## config.mk

```make
export PLATFORM = sky130hd
export DESIGN_NAME = tdm_cal_sched
export DESIGN_NICKNAME = d
export VERILOG_FILES = /design/src/rtl/tdm_cal_sched.sv
export SDC_FILE = /design/constraint.sdc
export NUM_CORES = 2
export LEC_CHECK = 0
export CELL_PAD_IN_SITES_DETAIL_PLACEMENT = 1
export CELL_PAD_IN_SITES_GLOBAL_PLACEMENT = 2
export CORE_MARGIN = 4
export CORE_UTILIZATION = 50
export DETAILED_ROUTE_END_ITERATION = 10
export PLACE_DENSITY_LB_ADDON = 0.1
export RECOVER_POWER = 100
export SLEW_MARGIN = 10
export SYNTH_ARGS = -nofsm -noshare
export SYNTH_HDL_FRONTEND = slang
export SYNTH_SLANG_ARGS = --single-unit
```

## constraint.sdc

```tcl
create_clock -name clockCore -period 4.4 [get_ports clockCore]
set_clock_uncertainty 0.2 [all_clocks]
set_input_delay 0.44 -clock clockCore [delete_from_list [all_inputs] [get_ports clockCore]]
set_output_delay 0.44 -clock clockCore [all_outputs]
set_load 0.1 [all_outputs]
```

## src/rtl/tdm_cal_sched.sv

```systemverilog
// TDM calendar scheduler: walks a double-banked channel calendar and emits one
// registered channel select per enabled cycle, swapping banks only at a wrap.
module tdm_cal_sched #(
  parameter int CHAN_W = 5,
  parameter int DEPTH  = 128,
  parameter int IDX_W  = 7
) (
  input  logic              clockCore,
  input  logic              resetCore,
  input  logic              walkEn,
  input  logic              cfgWrEn,
  input  logic [IDX_W-1:0]  cfgWrAddr,
  input  logic [CHAN_W-1:0] cfgWrData,
  input  logic [IDX_W-1:0]  cfgEndPtr,
  input  logic              swapReq,
  output logic              cfgBusy,
  output logic              swapDone,
  output logic [CHAN_W-1:0] chanSel,
  output logic              chanVld,
  output logic              calStart,
  output logic [IDX_W-1:0]  walkIdx
);

  localparam logic [CHAN_W-1:0] IDLE     = {CHAN_W{1'b1}};
  localparam logic [IDX_W-1:0]  LAST_IDX = IDX_W'(DEPTH - 1);

  typedef enum logic {IDLE_S, PEND_S} swapState_t;

  swapState_t        state;
  swapState_t        nextState;
  logic [CHAN_W-1:0] calTable [2][DEPTH];
  logic              bankSel;
  logic [IDX_W-1:0]  actEnd;
  logic [IDX_W-1:0]  endClamped;
  logic [CHAN_W-1:0] curEntry;
  logic              atEnd;
  logic              swapPend;
  logic              swapHit;
  logic              wrOk;

  assign atEnd      = (walkIdx == actEnd);
  assign curEntry   = calTable[bankSel][walkIdx];
  assign endClamped = (32'(cfgEndPtr) >= 32'(DEPTH)) ? LAST_IDX : cfgEndPtr;
  assign wrOk       = cfgWrEn && !swapPend && (32'(cfgWrAddr) < 32'(DEPTH));
  assign cfgBusy    = swapPend;

  // Only the shadow bank (~bankSel) is ever written; both banks clear on reset.
  always_ff @(posedge clockCore or negedge resetCore) begin
    if (!resetCore) begin
      for (int b = 0; b < 2; b++) begin
        for (int i = 0; i < DEPTH; i++) begin
          calTable[b][i] <= IDLE;
        end
      end
    end else if (wrOk) begin
      calTable[~bankSel][cfgWrAddr] <= cfgWrData;
    end
  end

  always_ff @(posedge clockCore or negedge resetCore) begin
    if (!resetCore) begin
      state <= IDLE_S;
    end else begin
      state <= nextState;
    end
  end

  always_comb begin
    nextState = state;
    case (state)
      IDLE_S:  if (swapReq) nextState = PEND_S;
      PEND_S:  if (walkEn && atEnd) nextState = IDLE_S;
      default: nextState = IDLE_S;
    endcase
  end

  always_comb begin
    swapPend = (state == PEND_S);
    swapHit  = (state == PEND_S) && walkEn && atEnd;
  end

  // The last old entry is still emitted in the swap cycle, so calendars never truncate.
  always_ff @(posedge clockCore or negedge resetCore) begin
    if (!resetCore) begin
      walkIdx  <= '0;
      bankSel  <= 1'b0;
      actEnd   <= '0;
      chanSel  <= IDLE;
      chanVld  <= 1'b0;
      calStart <= 1'b0;
      swapDone <= 1'b0;
    end else begin
      swapDone <= swapHit;
      if (walkEn) begin
        chanSel  <= curEntry;
        chanVld  <= (curEntry != IDLE);
        calStart <= (walkIdx == '0);
        if (swapHit) begin
          bankSel <= ~bankSel;
          actEnd  <= endClamped;
          walkIdx <= '0;
        end else if (atEnd) begin
          walkIdx <= '0;
        end else begin
          walkIdx <= walkIdx + IDX_W'(1);
        end
      end else begin
        chanVld  <= 1'b0;
        calStart <= 1'b0;
      end
    end
  end

endmodule

```

=== Yosys cells after proc, flatten, opt, wreduce, memory -nomap -nowiden ===
Index checks and enable logic that the tools add are counted.

* Input port bits: 24
* Word-level logic and storage cells: 306
* Output and inout port bits: 16
* Register bits after elaboration: 1304

* Add/sub/neg operators: 1
* Equality and inequality tests: 2
* Order comparisons: 6
* Muxes and demuxes: 18
* Reduce and logical (&&, ||, !) cells: 9
* Bitwise logic cells: 6

{| class="wikitable"
|+ Operators with widths
! kind !! number
|-
| 2-to-1 mux 640 bit || 4
|-
| bitwise mux 1280 bit || 1
|-
| demux 640 bit (select 1 bit) || 1
|-
| binary-select mux 5 bit (select 7 bit) || 1
|-
| demux 5 bit (select 7 bit) || 1
|-
| greater-or-equal comparator 8 bit (second input constant) || 2
|-
| inverter 7 -> 8 bit || 2
|-
| 2-to-1 mux 5 bit || 3
|-
| 2-to-1 mux 7 bit || 2
|-
| < comparator 8 x 1 -> 1 bit (second input constant) || 1
|-
| adder 7 x 1 -> 7 bit (second input constant) || 1
|-
| == test 7 bit || 1
|-
| logical NOT 7 bit || 1
|-
| logical AND 1 bit || 6
|-
| inequality test 5 bit (second input constant) || 1
|-
| greater-or-equal comparator 2 bit (second input constant) || 2
|-
| 2-to-1 mux 1 bit || 4
|-
| inverter 1 -> 2 bit || 2
|-
| < comparator 2 x 1 -> 1 bit (second input constant) || 1
|-
| inverter 1 bit || 2
|-
| case mux 1 bit (2 select lines) || 1
|-
| AND reduction 2 bit || 1
|-
| logical NOT 1 bit || 1
|}

=== Depth between registers and ports, before layout ===
* Depth after elaboration: 9
* Gate-level depth with buffers: 14
* Gate-level depth less buffers: 8

=== Least setup slack after synthesis ===
Ideal clock, no wire load.

* Kind: reg-to-reg
* Start: reg walkIdx[0]
* End: reg actEnd[0]
* Period minus slack after synthesis: 3.671 ns
* Slack: 0.729 ns
* Path buffers: 5
* Data arrival time: 3.347 ns
* Required time: 4.075 ns
* Setup time: 0.125 ns
* Cell stages (with the launch flop): 11
* Cell sequence: dfrtp_1 buf_2 buf_2 buf_4 buf_2 xnor2_1 nand4_1 nor4_1 and3_1 buf_2 mux2_2

* Longest elaborated chain between the ends: 3

{| class="wikitable"
|+ RTL lines
! element !! line !! text
|-
| from (decl) || 21 || <nowiki>output logic [IDX_W-1:0] walkIdx</nowiki>
|-
| from (signal assigned) || 105 || <nowiki>walkIdx <= walkIdx + IDX_W'(1);</nowiki>
|-
| == test 7 bit || 41 || <nowiki>assign atEnd = (walkIdx == actEnd);</nowiki>
|-
| logical AND 1 bit || 79 || <nowiki>swapHit = (state == PEND_S) && walkEn && atEnd;</nowiki>
|-
| via swapHit || 38 || <nowiki>logic swapHit;</nowiki>
|-
| AND reduction 2 bit (no source line) || n/a ||
|-
| to (signal assigned) || 100 || <nowiki>actEnd <= endClamped;</nowiki>
|-
| to (decl) || 33 || <nowiki>logic [IDX_W-1:0] actEnd;</nowiki>
|}

The timed path passes the listed nets, and every way through them passes these cells.
A chain may end at the register's enable or synchronous reset.

=== Worst setup path after layout ===
* Start: reg bankSel
* End: reg calTable[531] in the netlist's numbering

* Longest elaborated chain between the ends: 7
* Elaborated cells on any way between the ends: 8
* Those cells by class: order compare: 2; mux: 3; bitwise: 2; reduce/logical: 1

{| class="wikitable"
|+ RTL lines
! element !! line !! text
|-
| from (decl) || 32 || <nowiki>logic bankSel;</nowiki>
|-
| from (signal assigned) || 99 || <nowiki>bankSel <= ~bankSel;</nowiki>
|-
| inverter 1 bit * || 56 || <nowiki>calTable[~bankSel][cfgWrAddr] <= cfgWrData;</nowiki>
|-
| inverter 1 -> 2 bit * || 56 ||
|-
| greater-or-equal comparator 2 bit (not written as such) / < comparator 2 x 1 -> 1 bit (equally long branches) || 56 ||
|-
| logical AND 1 bit (not written as such) || 56 ||
|-
| 2-to-1 mux 640 bit (not written as such) || 56 ||
|-
| demux 640 bit (select 1 bit) * || 56 ||
|-
| bitwise mux 1280 bit * || 56 ||
|-
| to (signal, indexed assignment) || 56 ||
|-
| to (decl) || 31 || <nowiki>logic [CHAN_W-1:0] calTable [2][DEPTH];</nowiki>
|}

Every way passes the cells marked *; elsewhere a longest branch is shown, timed or not.

==> results.py <==
metrics = {
    "worst_setup_path": {
        "arrival_ns": 4.70,
        "cp.depth": 8,
        "cp-end-kind": "register",
        "cpLargestDelayFamily": "buffers and inverters",
        "crit_path_start_kind": "register",
        "r2r_cells": 8,
        "timing.rr.end": "calTable[531]",
        "crit_type": "register to register",
        "rr_startpoint": "bankSel",
        "path_buf_inv": 3,
        "critPathSlowestCell": "clkbuf_2",
        "crit_required_ns": 4.88,
        "ff2ff_setup_slack_ns": 0.18,
        "crit_chain": "buf_12 > clkbuf_1 > nor2_1 > nand2_1 > nor2_1 > clkbuf_2 > nand2_1 > mux2_1",
        "slowest_delay_ns": 0.88,
        "cp_max_fo": 19,
    },
    "die": {
        "die_x_um": 361,
        "io_pins": 40,
        "std_cell_rows": 129,
        "start_util": 0.504,
        "die-area_mm2": 0.130,
        "floorplan.core_area_mm2": 0.124,
        "die_h_um": 361,
    },
    "outcome": {
        "status": "finished with violations",
        "violations": "capacitance limit, slew limit",
    },
    "pwr": {
        "power.density_mw_per_mm2": 470,
        "seqPwrFrac": 0.390,
        "p_int_mw": 22.5,
        "switching_share": 0.312,
        "p_comb_frac": 0.226,
        "ir_worst_vdd_uv": 611,
        "clkPwrFrac": 0.385,
        "switching_power_mw": 10.2,
        "p_leak_nw": 28.1,
    },
    "finish": {
        "syn_to_final_growth_pct": 11.8,
        "fin_area_mm2": 0.0696,
        "mostFrequentLayoutCell": "dfstp_2",
        "drive_gt1_frac": 0.750,
        "final_cell_mix": "1285 x dfstp_2, 1260 x mux2_2, 236 x nand2_1",
        "finalNetCount": 4167,
    },
    "clock_network": {
        "worst_setup_hold_path_clk_slew_ns": 0.06,
        "cts_root_buf": "clkbuf_16",
        "htree_levels": 4,
        "worstSkewPairLatency_ns": 0.77,
        "cts.sinks": 1304,
        "cts_buffer_depth": 3,
        "numCtsBuffers": 147,
        "ctsResizeCount": 0,
        "cts_tree": "done",
    },
    "synth": {
        "synth_top_cell_area_share": 0.542,
        "synthTopCellsByArea": "dfstp_2 54%, mux2_2 23%, mux4_2 8.1%",
        "ys.flop_type": "dfstp_2",
        "synth_area_per_cell_um2": 15.4,
        "synth_area_mm2": 0.0623,
        "seq_area_frac_synth": 0.550,
        "async_reset_ff_frac": 1.00,
        "synth_edf_count": 0,
        "syn_inst": 4044,
        "yosys.area.top_type": "dfstp_2",
        "yosys_warnings": 0,
        "syn_nets": 4070,
        "yosys.cell_types.count": 71,
        "ys_seq_elements": 1304,
    },
    "timing": {
        "period_needed_ns": 4.22,
        "finalCritPeriodShare": 0.959,
        "tightestPinTransition_ns": 2.35,
        "fin_tns_setup_ns": 0,
        "finalHoldViolCount": 0,
        "max_clock_freq_mhz": 237,
        "slew_viol_final": 149,
        "setup_viol": 0,
        "grt_setup_unrepaired": "no",
        "relSlewSlack": -0.569,
    },
    "worst_hold_path": {
        "min_path_cells": 2,
        "hold_end": "actEnd[4]",
        "holdCritStartpoint": "cfgEndPtr[4]",
        "hp-class": "input pin to register",
    },
    "detailed_routing": {
        "wl_per_cell_um": 33.0,
        "drc_errors": 0,
        "totalWireLength_um": 194000,
        "via_per_inst": 6.32,
        "firstDrtPassIters": 5,
        "drtIter0Drc": 2680,
        "ant_nets": 0,
        "num_vias": 37204,
    },
    "place": {
        "hpwl_um": 130000,
        "io_buffer_count": 39,
        "place_area_mm2": 0.0651,
        "place.gp.congestion": 0.905,
    },
    "grt": {
        "grt_pass1_vias": 40814,
        "grt_pass1_wl_um": 288000,
        "grt_overflow": 0,
        "antenna_found_initial": 7,
        "grt_max_degree": 149,
        "grtUsageTotal": 0.298,
    },
    "flow_run": {
        "maxCapViolCount": 1,
    },
}
routing by layer:
metal	routed length [um]	vias up	global-route usage
li1	-	15273	-
met1	84000	20566	0.416
met2	93200	1069	0.481
met3	10800	296	0.0486
met4	6470	0	0.0954
met5	0	-	0
state kept, by name (all words and copies together) (netlist names):
signal	count
chanVld	1
actEnd	7
swapDone	1
bankSel	1
cfgBusy	1
chanSel	5
calTable	1280
calStart	1
walkIdx	7
cell usage after synthesis (all sizes together) (7+ instances only):
cell,n
o221ai,7
a221oi,43
a22oi,33
nor3,25
mux2,1296
nand3,26
buf,107
dfrtp,19
nand2,236
clkbuf,184
a21oi,30
nor2,149
o22ai,10
o21ai,35
mux4,281
nor2b,10
nand2b,23
mux2i,132
a31oi,12
dfstp,1285
power groups by stage:
stage	Combinational, mW	Clock [mW]	Sequential [mW]
after floorplan	4.39	0	13.0
after global placement	7.34	0	12.9
after detailed placement	7.38	0	12.9
after CTS	7.42	12.8	12.7
after global routing	7.65	13.4	12.8
final	7.38	12.6	12.7
cell families (layout without fill, tap and decap cells):
family,count (synthesis),count (layout),share of synthesized area
multiplexers,1709,1709,0.361
AO/OA/AOI/OAI,223,223,0.0265
other,0,2,0
XOR/XNOR,8,8,0.00112
adder cells (fa/ha/maj),2,2,0.000402
buffers and inverters,299,507,0.0273
AND/OR/NAND/NOR,499,499,0.0344
flip-flops,1304,1304,0.550
worst reg2reg max path, stage by stage (launching register included):
cell and delay (ns):
dfrtp_4 0.68, buf_12 0.27, clkbuf_1 0.37, nor2_1 0.27
nand2_1 0.13, nor2_1 0.44, clkbuf_2 0.89, nand2_1 0.47
mux2_1 0.43
worst max path at each step:
stage	from	to	slack [ns]
finish	bankSel	calTable[531]	0.18
global route	bankSel	calTable[531]	0.09
CTS	bankSel	chanVld	0.29
detailed placement	bankSel	chanVld	0.32
global placement	walkIdx[0]	chanVld	0.31
floorplan	walkIdx[0]	actEnd[0]	0.73
stage by stage:
stage	setup slack [ns]	util	hold slack [ns]	total power, mW	instances
finish	0.180	0.563	0.0759	32.7	5891
global route	0.0928	0.563	0.0683	33.8	5889
CTS	0.289	0.566	0.0304	33.0	5889
detailed placement	0.319	0.526	0.325	20.3	5627
global placement	0.312	0.526	0.317	20.2	5627
floorplan	0.729	-	-0.0556	17.4	4044
layout make-up:
class / instances / area [um^2]
fill: 11362 / 54000
sequential: 1304 / 34300
multi-input combinational: 2441 / 26300
clock buffer: 229 / 4470
tap: 1637 / 2050
timing repair buffer: 239 / 2000
clock inverter: 31 / 474
inverter: 8 / 31.3
antenna: 2 / 5.00
what timing repair did:
action	4_1_cts	5_1_grt
endpoints found under the hold margin	16	0
buffers inserted	0	0
hold buffers	2	0
Note: power is estimated with default switching activity, not from simulation.
